## src/rtl/video_frame_capture.sv

```systemverilog
// Single-shot capture of one video frame into a 1-bit framebuffer (RGB-sum threshold).
// Optional macro VIDEO_CAPTURE_CHECKSUM_EN adds the frame_ones count of 1-pixels written.
module video_frame_capture #(
    parameter int H_ACTIVE          = 800,
    parameter int V_ACTIVE          = 600,
    parameter int ADDR_WIDTH        = 19,
    parameter int THRESHOLD         = 384,
    parameter int VSYNC_ACTIVE_HIGH = 1
) (
    input  logic                  clk,
    input  logic                  rst,
    input  logic [23:0]           hdmi_data,
    input  logic                  hdmi_v,
    input  logic                  hdmi_h,
    input  logic                  hdmi_de,
    input  logic                  capture_start,
    input  logic                  capture_abort,
    output logic                  busy,
    output logic                  capture_done,
    output logic                  line_err,
    output logic                  overflow_err,
    output logic [ADDR_WIDTH-1:0] fb_addr,
    output logic                  fb_wdata,
    output logic                  fb_we
`ifdef VIDEO_CAPTURE_CHECKSUM_EN
    ,
    output logic [ADDR_WIDTH-1:0] frame_ones
`endif
);

    typedef enum logic [1:0] {IDLE, ARM, CAPTURE} state_t;

    localparam int                  TOTAL_I = H_ACTIVE * V_ACTIVE;
    localparam logic [ADDR_WIDTH:0] TOTAL   = TOTAL_I[ADDR_WIDTH:0];
    localparam logic [15:0]         H_LEN   = H_ACTIVE[15:0];
    localparam logic [9:0]          THR     = THRESHOLD[9:0];

    state_t                state_q, state_d;
    logic [23:0]           data_s1_q, data_s1_d;
    logic                  vact_s1_q, vact_s1_d;
    logic                  h_s1_q, h_s1_d;
    logic                  de_s1_q, de_s1_d;
    logic                  vact_prev_q, vact_prev_d;
    logic                  de_prev_q, de_prev_d;
    logic [ADDR_WIDTH:0]   addr_q, addr_d;
    logic [15:0]           x_q, x_d;
    logic [15:0]           line_q, line_d;
    logic                  line_err_q, line_err_d;
    logic                  overflow_err_q, overflow_err_d;
    logic                  capture_done_q, capture_done_d;
    logic [ADDR_WIDTH-1:0] fb_addr_q, fb_addr_d;
    logic                  fb_wdata_q, fb_wdata_d;
    logic                  fb_we_q, fb_we_d;
    logic [ADDR_WIDTH-1:0] ones_q, ones_d;

    logic       vs_edge, de_fall, pix_bit;
    logic [9:0] pix_sum;
    logic       unused_sig;

    always_comb begin
        data_s1_d      = hdmi_data;
        vact_s1_d      = (VSYNC_ACTIVE_HIGH != 0) ? hdmi_v : ~hdmi_v;
        h_s1_d         = hdmi_h;
        de_s1_d        = hdmi_de;
        vact_prev_d    = vact_s1_q;
        de_prev_d      = de_s1_q;
        state_d        = state_q;
        addr_d         = addr_q;
        x_d            = x_q;
        line_d         = line_q;
        line_err_d     = line_err_q;
        overflow_err_d = overflow_err_q;
        capture_done_d = 1'b0;
        fb_addr_d      = fb_addr_q;
        fb_wdata_d     = fb_wdata_q;
        fb_we_d        = 1'b0;
        ones_d         = ones_q;

        vs_edge    = vact_s1_q & ~vact_prev_q;
        de_fall    = de_prev_q & ~de_s1_q;
        pix_sum    = 10'(data_s1_q[23:16]) + 10'(data_s1_q[15:8]) + 10'(data_s1_q[7:0]);
        pix_bit    = (pix_sum >= THR);
        unused_sig = ^{h_s1_q, line_q};

        case (state_q)
            IDLE: begin
                if (capture_start) begin
                    state_d        = ARM;
                    line_err_d     = 1'b0;
                    overflow_err_d = 1'b0;
                end
            end
            ARM: begin
                if (vs_edge) begin
                    state_d = CAPTURE;
                    addr_d  = '0;
                    x_d     = '0;
                    line_d  = '0;
                    ones_d  = '0;
                end
            end
            CAPTURE: begin
                if (vs_edge) begin
                    capture_done_d = 1'b1;
                    state_d        = IDLE;
                end else begin
                    // x counts every de cycle (saturating) so line length is checked even when writes are dropped
                    if (de_s1_q) begin
                        if (x_q != '1) x_d = x_q + 16'd1;
                        if (addr_q < TOTAL) begin
                            fb_we_d    = 1'b1;
                            fb_addr_d  = addr_q[ADDR_WIDTH-1:0];
                            fb_wdata_d = pix_bit;
                            addr_d     = addr_q + 1'b1;
                            if (pix_bit) ones_d = ones_q + 1'b1;
                        end else begin
                            overflow_err_d = 1'b1;
                        end
                    end
                    if (de_fall) begin
                        if (x_q != H_LEN) line_err_d = 1'b1;
                        x_d    = '0;
                        line_d = line_q + 16'd1;
                    end
                end
            end
            default: state_d = IDLE;
        endcase

        if (capture_abort) begin
            state_d        = IDLE;
            fb_we_d        = 1'b0;
            capture_done_d = 1'b0;
            line_err_d     = line_err_q;
            overflow_err_d = overflow_err_q;
            ones_d         = ones_q;
        end
    end

    always_ff @(posedge clk) begin
        if (rst) begin
            state_q        <= IDLE;
            data_s1_q      <= '0;
            vact_s1_q      <= 1'b0;
            h_s1_q         <= 1'b0;
            de_s1_q        <= 1'b0;
            vact_prev_q    <= 1'b0;
            de_prev_q      <= 1'b0;
            addr_q         <= '0;
            x_q            <= '0;
            line_q         <= '0;
            line_err_q     <= 1'b0;
            overflow_err_q <= 1'b0;
            capture_done_q <= 1'b0;
            fb_addr_q      <= '0;
            fb_wdata_q     <= 1'b0;
            fb_we_q        <= 1'b0;
            ones_q         <= '0;
        end else begin
            state_q        <= state_d;
            data_s1_q      <= data_s1_d;
            vact_s1_q      <= vact_s1_d;
            h_s1_q         <= h_s1_d;
            de_s1_q        <= de_s1_d;
            vact_prev_q    <= vact_prev_d;
            de_prev_q      <= de_prev_d;
            addr_q         <= addr_d;
            x_q            <= x_d;
            line_q         <= line_d;
            line_err_q     <= line_err_d;
            overflow_err_q <= overflow_err_d;
            capture_done_q <= capture_done_d;
            fb_addr_q      <= fb_addr_d;
            fb_wdata_q     <= fb_wdata_d;
            fb_we_q        <= fb_we_d;
            ones_q         <= ones_d;
        end
    end

    assign busy         = (state_q != IDLE);
    assign capture_done = capture_done_q;
    assign line_err     = line_err_q;
    assign overflow_err = overflow_err_q;
    assign fb_addr      = fb_addr_q;
    assign fb_wdata     = fb_wdata_q;
    assign fb_we        = fb_we_q;
`ifdef VIDEO_CAPTURE_CHECKSUM_EN
    assign frame_ones   = ones_q;
`else
    logic unused_ones;
    assign unused_ones  = ^ones_q;
`endif

endmodule

```

## config.mk

```make
export PLATFORM = sky130hd
export DESIGN_NAME = video_frame_capture
export DESIGN_NICKNAME = d
export VERILOG_FILES = /design/src/rtl/video_frame_capture.sv
export SDC_FILE = /design/constraint.sdc
export NUM_CORES = 1
export LEC_CHECK = 0
export CORE_AREA = 2 2 90 92
export CTS_CLUSTER_DIAMETER = 100
export DETAILED_ROUTE_END_ITERATION = 12
export DIE_AREA = 0 0 92 94
export GPL_ROUTABILITY_DRIVEN = 0
export PLACE_DENSITY = 0.84
export SETUP_SLACK_MARGIN = 0.02
export SYNTH_ARGS = -nofsm -noshare
export SYNTH_HDL_FRONTEND = slang
export SYNTH_SLANG_ARGS = --single-unit
```

## constraint.sdc

```tcl
create_clock -name clk -period 3.2 [get_ports clk]
set_input_delay 0.8 -clock clk [delete_from_list [all_inputs] [get_ports clk]]
set_output_delay 0.8 -clock clk [all_outputs]
set_load 0.005 [all_outputs]
```

==> reports/metrics.yaml, run 1 <==
status: "finished clean"
synth_compound_area_frac: 0.160
fp.dieH_microns: 94
finalHoldViolCount: 0
drc_errors: 0
synth_enable_flop_cells: 0
synth_top_family_by_area: "simple AND/OR/NAND/NOR gates"
crit_buf_inv: 0
synth_top_area_share: 0.433
synthTopCellsByArea: "dfxtp_1 (43%), nand2_1 (6.6%), a21oi_1 (5.9%)"
boundaryPins: 56
holdPathStages: 2
die_w_microns: 92
num_antenna_cells: 0
ys_seq_elements: 90
avgRoutedWirePerCell_microns: 15.6
power.leakage_nw: 1.85
async_reset_ff_frac: 0
cpMostUsedCell: "fa_1"
power.share.clock: 0.415
crit_type: "flop to flop"
grt-ovfl-total: 0
yosysWarnings: 0
finClkSkew_ps: 4.54
syn_area_sq_um: 4160
drv_cap: 0
synthXorXnorAreaFrac: 0.00421
htreeDepth: 3
grt_pass1_wl_microns: 16300
drtAntennaViolNets: 0
synth_fa_ha_area_frac: 0.0734
min_period_ps: 2660
required_ps: 3480
fmax_mhz: 376
avgSynthCellArea_sq_um: 8.79
clkTransAtPathRegs_ps: 90
drtIter0Drc: 195
post-dp-hpwl_microns: 6740
cts-root-buf: "clkbuf_8"
ir_drop_v: 0.000224
clkSinkCount: 90
track_usage: 0.234
core_sq_um: 7610
timing.hold.ws_ps: 458
slowest_stage: "or4_1"
drv_slew: 0
die-area_sq_um: 8650
core.rowCount: 32
setup_viol_count_final: 0
synth_top_cell_by_area: "dfxtp_1"
grt_pass1_vias: 3501
finalSetupTns_ps: 0
reg2regPathDepth: 8
cts_max_path_buffers: 2
critPathCaptureType: "flop"
rsz0062_at_grt: "false"
syn_nets: 523
via_per_inst: 5.80
p_switching_mw: 0.511
seq_power_share: 0.512
synth_seq_area_share: 0.433
drive_above_1_share: 0.0529
antenna_found_initial: 0
final_cell_mix: "dfxtp_1 (90), nand2_1 (73), clkdlybuf4s50_1 (53), a21oi_1 (49), nor2b_1 (31)"
yosys_most_used_dff: "dfxtp_1"
cts_hold_buf: 0
path_delay_family: "adder cells"
dpl_cell_area_sq_um: 4790
relSlewSlack: 0.231
synth_mux_area_frac: 0.0289
numCtsBuffers: 9
start_kind: "flop"
synth-simple-area-share: 0.257
area_growth_pct: 21.0
dr_total_vias: 3662
cp.depth: 8
portBuffers: 54
p_int_mw: 1.74
dr.pass1.iters: 5
cp_max_fo: 2
cts_tree: "built"
arrival_ps: 2940
postCtsSetupBuffers: 0
comb_power_share: 0.073
path_cells: "fa_1, ha_1, fa_1, a21oi_1, o211ai_1, and3_1, or4_1, o21ai_0"
layout_commonest_cell: "dfxtp_1"
tightestPinTransition_ps: 1150
fin_crit_sh: 0.831
syn_inst: 473
switching_share: 0.227
worst_skew_pair.late_latency_ps: 370
fillers: 610
start_util: 0.546
power_density_nw_per_um2: 447
wl_microns: 9830
grt_max_degree: 43
ys_types: 51
holdCritPathClass: "flop to flop"
nets: 575
final_design_area_no_fill_sq_um: 5030
cpPeakStageDelay_ps: 490
cts_resized: 0
[cell usage after synthesis, types with 12 or more instances]
cell,count
nor2b_1,31
mux2i_1,12
clkbuf_1,17
nand2_1,73
or3_1,12
nand3_1,26
nor2_1,18
nand4_1,12
dfxtp_1,90
a21oi_1,49
inv_1,17
[state kept, by name (all words and copies together) (netlist names)]
register,cells
addr_q,20
capture_done,1
data_s1_q,24
de_prev_d,1
de_prev_q,1
fb_addr,19
fb_wdata,1
fb_we,1
line_err,1
overflow_err,1
state_q,2
vact_prev_d,1
vact_prev_q,1
x_q,16
[per-stage QoR]
| stage | power [mW] | cells | util | setup WS, ps |
|---|---|---|---|---|
| 2_1_floorplan | 1.27 | 473 | - | 781 |
| 3_3_place_gp | 1.33 | 616 | 0.630 | 609 |
| 3_5_place_dp | 1.34 | 616 | 0.630 | 576 |
| 4_1_cts | 2.26 | 631 | 0.661 | 517 |
| 5_1_grt | 2.33 | 631 | 0.661 | 383 |
| 6_report | 2.25 | 631 | 0.661 | 540 |
[power groups by stage]
stage / Combinational (mW) / Sequential (mW) / Clock (mW)
finish: 0.164 / 1.15 / 0.934
global route: 0.181 / 1.15 / 0.997
CTS: 0.164 / 1.15 / 0.946
detailed placement: 0.162 / 1.18 / 0
global placement: 0.153 / 1.18 / 0
floorplan: 0.0950 / 1.17 / 0
[worst register-to-register path, cell delays in order (launching register included)]
cell and delay (ps):
dfxtp_1 330, fa_1 480, ha_1 240, fa_1 380, a21oi_1 170, o211ai_1 120, and3_1 200, or4_1 490
o21ai_0 180
[layout make-up]
| cell class | instances | area, sq um | share of cell area |
|---|---|---|---|
| clock buffers | 9 | 124 | 0.0246 |
| multi-input cells | 342 | 2180 | 0.434 |
| clock inverters | 6 | 115 | 0.0229 |
| inverters | 18 | 67.6 | 0.0134 |
| well taps | 102 | 128 | 0.0254 |
| flip-flops and latches | 90 | 1800 | 0.358 |
| repair buffers | 64 | 611 | 0.121 |
[kinds of logic (layout without fill, tap and decap cells)]
family                   count (synthesis)  after routing
flip-flops                              90             90
multiplexers                            12             12
adder cells (fa/ha/maj)                 19             19
XOR/XNOR                                 2              2
AND/OR/NAND/NOR                        209            209
buffers and inverters                   41             97
AO/OA/AOI/OAI                          100            100
[per-layer routing]
layer	up-vias	part of all wire	GRT usage
li1	1797	-	-
met1	1730	0.45	0.303
met2	120	0.48	0.390
met3	15	0.051	0.0417
met4	0	0.017	0.0908
met5	-	0	0
[worst paths after layout]
check                from     endpoint  slack (ps)
max          data_s1_q[1]     fb_wdata         540
min           fb_addr[16]  fb_addr[16]         460
max reg2reg  data_s1_q[1]     fb_wdata         540
min reg2reg   fb_addr[16]  fb_addr[16]         460
(Power assumes the default switching activity.)
==> run 2, diff against run 1 <==
==> constraint.sdc (replaced) <==
create_clock -name clk -period 2.5 [get_ports clk]
set_input_delay 0.625 -clock clk [delete_from_list [all_inputs] [get_ports clk]]
set_output_delay 0.625 -clock clk [all_outputs]
set_load 0.005 [all_outputs]
==> reports/metrics.yaml, run 2 (synthesis results as in run 1) <==
num_antenna_cells: 0  # unchanged
critPathCaptureType: "flop"
switching_share: 0.230  # +0.00241
clkSinkCount: 90  # unchanged
boundaryPins: 56  # unchanged
setup_viol_count_final: 0  # unchanged
seq_power_share: 0.528  # +0.016
holdPathStages: 2  # unchanged
fmax_mhz: 403  # +7.2%
dpl_cell_area_sq_um: 4840  # +0.94%
relSlewSlack: 0.337  # +0.106
finalSetupTns_ps: 0  # unchanged
required_ps: 2800  # -680 ps
htreeDepth: 3  # unchanged
finalHoldViolCount: 0  # unchanged
grt_pass1_wl_microns: 15900  # -2.0%
numCtsBuffers: 9  # unchanged
holdCritPathClass: "flop to flop"
dr.pass1.iters: 4  # -1
antenna_found_initial: 0  # unchanged
p_total_mw: 2.79  # +24%
power.share.clock: 0.394  # -0.021
power_density_nw_per_um2: 550  # +23%
cts_tree: "built"
p_int_mw: 2.15  # +24%
layout_commonest_cell: "dfxtp_1"
grt_max_degree: 33  # -23%
drv_slew: 0  # unchanged
status: "finished clean"
crit_type: "flop to flop"
die_w_microns: 92  # unchanged
portBuffers: 54  # unchanged
cpPeakStageDelay_ps: 490  # about the same
drv_cap: 0  # unchanged
drtIter0Drc: 245  # +26%
path_cells: "fa_1, ha_2, fa_2, a21oi_2, o211ai_1, and3_1, or4_1, o21ai_1"
drtAntennaViolNets: 0  # unchanged
grt-ovfl-total: 0  # unchanged
p_switching_mw: 0.641  # +25%
start_util: 0.546  # unchanged
drc_errors: 0  # unchanged
clkTransAtPathRegs_ps: 80  # about the same
dr_total_vias: 3663  # +0.027%
final_design_area_no_fill_sq_um: 5080  # +0.92%
nets: 583  # +1.4%
min_period_ps: 2480  # -179 ps
worst_skew_pair.late_latency_ps: 370  # about the same
die-area_sq_um: 8650  # unchanged
avgRoutedWirePerCell_microns: 15.2  # -2.7%
finClkSkew_ps: 11.5  # +6.95 ps
regMostFlops: "data_s1_q"
slowest_stage: "fa_1"
cts_hold_buf: 0  # unchanged
rsz0062_at_grt: "true"
pre_cts_ws_ps: -141  # -716 ps
track_usage: 0.230  # -0.00377
drive_above_1_share: 0.0746  # +0.0217
path_delay_family: "adder cells"
post-dp-hpwl_microns: 6620  # -1.6%
reg2regPathDepth: 8  # unchanged
start_kind: "flop"
via_per_inst: 5.74  # -1.1%
final_util: 0.667  # +0.00609
cp.depth: 8  # unchanged
ir_drop_v: 0.000269  # +20%
fin_crit_sh: 0.992  # +0.161
arrival_ps: 2780  # -160 ps
comb_power_share: 0.078  # +0.005
core_sq_um: 7610  # unchanged
area_growth_pct: 22.1
cts-root-buf: "clkbuf_8"
crit_buf_inv: 0  # unchanged
largest_reg_flops: 24  # unchanged
final_cell_mix: "dfxtp_1 (88), nand2_1 (73), clkdlybuf4s50_1 (53), a21oi_1 (48), nor2b_1 (31)"
tightestPinTransition_ps: 991  # -158 ps
layout_setup_ws_ps: 19.3  # -521 ps
core.rowCount: 32  # unchanged
cts_max_path_buffers: 2  # unchanged
power.leakage_nw: 1.87  # +1.2%
wl_microns: 9670  # -1.6%
grt_pass1_vias: 3457  # -1.3%
fp.dieH_microns: 94  # unchanged
cp_max_fo: 2  # unchanged
==> run 2: per-stage QoR <==
| step | instances | hold WS (ps) |
|---|---|---|
| floorplan | 473 | 441 |
| finish | 638 | 454 |
| global route | 638 | 485 |
| detailed placement | 622 | 446 |
| CTS | 637 | 458 |
| global placement | 622 | 441 |
==> run 2: worst min-delay path, cell delays in order, from the launching register on <==
cell     delay, ps
dfxtp_1        310
nand2_1         50
a21oi_1         50
==> run 2: layout make-up <==
cell class,instances,area [sq um]
Inverter,18,67.6
Sequential cell,90,1800
Timing Repair Buffer,72,671
Fill cell,612,2530
Clock buffer,10,138
Clock inverter,4,76.3
Tap cell,102,128
Multi-Input combinational cell,342,2190
==> run 2: final timing paths <==
check | start | end | slack [ps]
setup reg to reg | data_s1_q[1] | fb_wdata | 20
hold reg to reg | fb_addr[12] | fb_addr[12] | 450
setup / recovery | data_s1_q[1] | fb_wdata | 20
hold / removal | fb_addr[12] | fb_addr[12] | 450
==> run 2: timing repair <==
item,CTS,global route
buffers inserted,1,1
endpoints found under the setup margin,1,1
resized for setup,5,1
cloned,0,0
pin swaps,8,8
==> run 2: layer usage <==
layer	GRT usage	share of wire	wire, microns
met1	0.298	0.46	4410
met2	0.378	0.47	4540
met3	0.0570	0.059	566
met4	0.0784	0.016	155
met5	0	0	0
==> run 2: power by group through the flow <==
| stage | registers [mW] | logic [mW] | clock network (mW) |
|---|---|---|---|
| 6_report | 1.47 | 0.219 | 1.10 |
| 5_1_grt | 1.48 | 0.246 | 1.16 |
| 4_1_cts | 1.47 | 0.216 | 1.11 |
| 3_5_place_dp | 1.51 | 0.207 | 0 |
| 3_3_place_gp | 1.51 | 0.197 | 0 |
| 2_1_floorplan | 1.50 | 0.122 | 0 |
==> run 3, diff against run 2 <==
==> config.mk (replaced) <==
export PLATFORM = sky130hd
export DESIGN_NAME = video_frame_capture
export DESIGN_NICKNAME = d
export VERILOG_FILES = /design/src/rtl/video_frame_capture.sv
export SDC_FILE = /design/constraint.sdc
export NUM_CORES = 1
export LEC_CHECK = 0
export CORE_AREA = 2 2 81 103
export CTS_CLUSTER_DIAMETER = 100
export DETAILED_ROUTE_END_ITERATION = 12
export DIE_AREA = 0 0 83 105
export GPL_ROUTABILITY_DRIVEN = 0
export PLACE_DENSITY = 0.78
export SYNTH_ARGS = -nofsm -noshare
export SYNTH_HDL_FRONTEND = slang
export SYNTH_SLANG_ARGS = --single-unit
==> reports/metrics.yaml, run 3 (synthesis results as in run 1) <==
cts-root-buf: "clkbuf_8"
required_ps: 2800  # about the same
start_util: 0.540  # -0.00675
avgRoutedWirePerCell_microns: 14.8  # -2.5%
final_cell_mix: "dfxtp_1 (88), nand2_1 (73), clkdlybuf4s50_1 (53), a21oi_1 (48), nor2b_1 (31)"
layout_setup_ws_ps: 69.0  # +49.6 ps
critPathCaptureType: "flop"
core.rowCount: 36  # +13%
relSlewSlack: 0.271  # -0.0656
die-area_sq_um: 8720  # +0.77%
via_per_inst: 5.90  # +2.8%
worst_skew_pair.late_latency_ps: 370  # about the same
fillers: 644  # +5.2%
power_density_nw_per_um2: 512  # -7.0%
clkSinkCount: 90  # unchanged
dr_wl_met2_microns: 4700  # +3.5%
timing.hold.ws_ps: 455  # +0.479 ps
drc_errors: 0  # unchanged
dpl_cell_area_sq_um: 4820  # -0.34%
track_usage: 0.221  # -0.00967
multiInputGateArea_sq_um: 2190  # unchanged
ir_drop_v: 0.000324  # +20%
rsz0062_at_grt: "true"
portBuffers: 54  # unchanged
antenna_found_initial: 0  # unchanged
finalSetupTns_ps: 0  # unchanged
min_period_ps: 2430  # -49.6 ps
highest_layer: "met4"
finalHoldViolCount: 0  # unchanged
numCtsBuffers: 9  # unchanged
grt-ovfl-total: 0  # unchanged
drive_above_1_share: 0.0654  # -0.00921
layout_commonest_cell: "dfxtp_1"
pre_cts_ws_ps: -61.0  # +79.7 ps
grt_pass1_wl_microns: 15700  # -1.3%
final_design_area_no_fill_sq_um: 5000  # -1.6%
dr_total_vias: 3717  # +1.5%
boundaryPins: 56  # unchanged
drv_slew: 0  # unchanged
drv_cap: 0  # unchanged
finClkSkew_ps: 13.3  # +1.77 ps
final_util: 0.649  # -0.0186
tightestPinTransition_ps: 1090  # +98.1 ps
die_w_microns: 83  # -9.8%
htreeDepth: 3  # unchanged
dr_wl_met3_microns: 461  # -19%
area_growth_pct: 20.2
cts_max_path_buffers: 2  # unchanged
crit_type: "flop to flop"
wl_microns: 9310  # -3.7%
power.leakage_nw: 1.83  # -2.2%
grt_pass1_vias: 3455  # -0.058%
clkTransAtPathRegs_ps: 80  # about the same
start_kind: "flop"
fin_crit_sh: 0.972  # -0.0199
num_antenna_cells: 0  # unchanged
rrSetupSlack_ps: 70  # +50 ps
setup_viol_count_final: 0  # unchanged
grt_max_degree: 47  # +42%
fp.dieH_microns: 105  # +12%
drtAntennaViolNets: 0  # unchanged
seqCellArea_sq_um: 1800  # unchanged
holdCritPathClass: "flop to flop"
nets: 580  # -0.51%
drtIter0Drc: 244  # -0.41%
core_sq_um: 7700  # +1.2%
post-dp-hpwl_microns: 6780  # +2.3%
arrival_ps: 2730  # -50 ps
largest_reg_flops: 24  # unchanged
regMostFlops: "data_s1_q"
dr.pass1.iters: 6  # +2
cp_max_fo: 2  # unchanged
fmax_mhz: 411  # +2.0%
cts_tree: "built"
status: "finished clean"
wl_met1_microns: 3910  # -11%
[run 3: cell count changes in the layout (fill, tap and decap cells not counted)]
cell,previous run,this run
clkinv_2,0,1
clkbuf_1,0,4
bufinv_16,2,0
inv_6,1,0
buf_4,18,15
[run 3: worst paths after layout]
kind	endpoint	from	cells after the start
worst min register to register	fb_addr[15]	fb_addr[15]	2
worst max register to register	fb_wdata	data_s1_q[17]	8
worst min-delay path	fb_addr[15]	fb_addr[15]	2
worst max-delay path	fb_wdata	data_s1_q[17]	8
[run 3: critical path: stages, from the launching register on]
cell	delay [ps]
dfxtp_2	330
fa_1	480
ha_2	220
fa_2	360
a21oi_2	140
o211ai_1	120
and3_1	150
or4_1	460
o21ai_1	120
[run 3: final cells by class]
cell class,instances,share of cell area
tap,95,0.0238
inverter,18,0.0135
timing repair buffer,69,0.130
clock inverter,2,0.00250
clock buffer,14,0.0306
multi-input combinational,342,0.439
sequential,90,0.361
[run 3: metal layers]
layer  track usage  up-vias
met5             0        -
met4         0.103        0
met3        0.0434       28
met2         0.383      117
met1         0.260     1775
li1              -     1797
[run 3: repair_timing]
action	CTS	global route
gates resized for setup	3	3
hold buffers	0	0
setup endpoints to repair	1	1
setup buffers	0	0
endpoints found under the hold margin	0	0
pin swaps	2	7
[run 3: through the flow]
| step | std cells | total power [mW] |
|---|---|---|
| final | 630 | 2.56 |
| after global routing | 630 | 2.66 |
| after CTS | 630 | 2.57 |
| after detailed placement | 614 | 1.71 |
| after global placement | 614 | 1.70 |
| after floorplan | 473 | 1.62 |
[run 3: power breakdown]
| part | total (mW) | internal (mW) | switching, mW | leakage (nW) |
|---|---|---|---|---|
| sequential | 1.47 | 1.46 | 0.0162 | 0.733 |
| clock | 0.874 | 0.389 | 0.486 | 0.0807 |
| combinational | 0.208 | 0.106 | 0.102 | 1.01 |
| total | 2.56 | 1.95 | 0.604 | 1.83 |
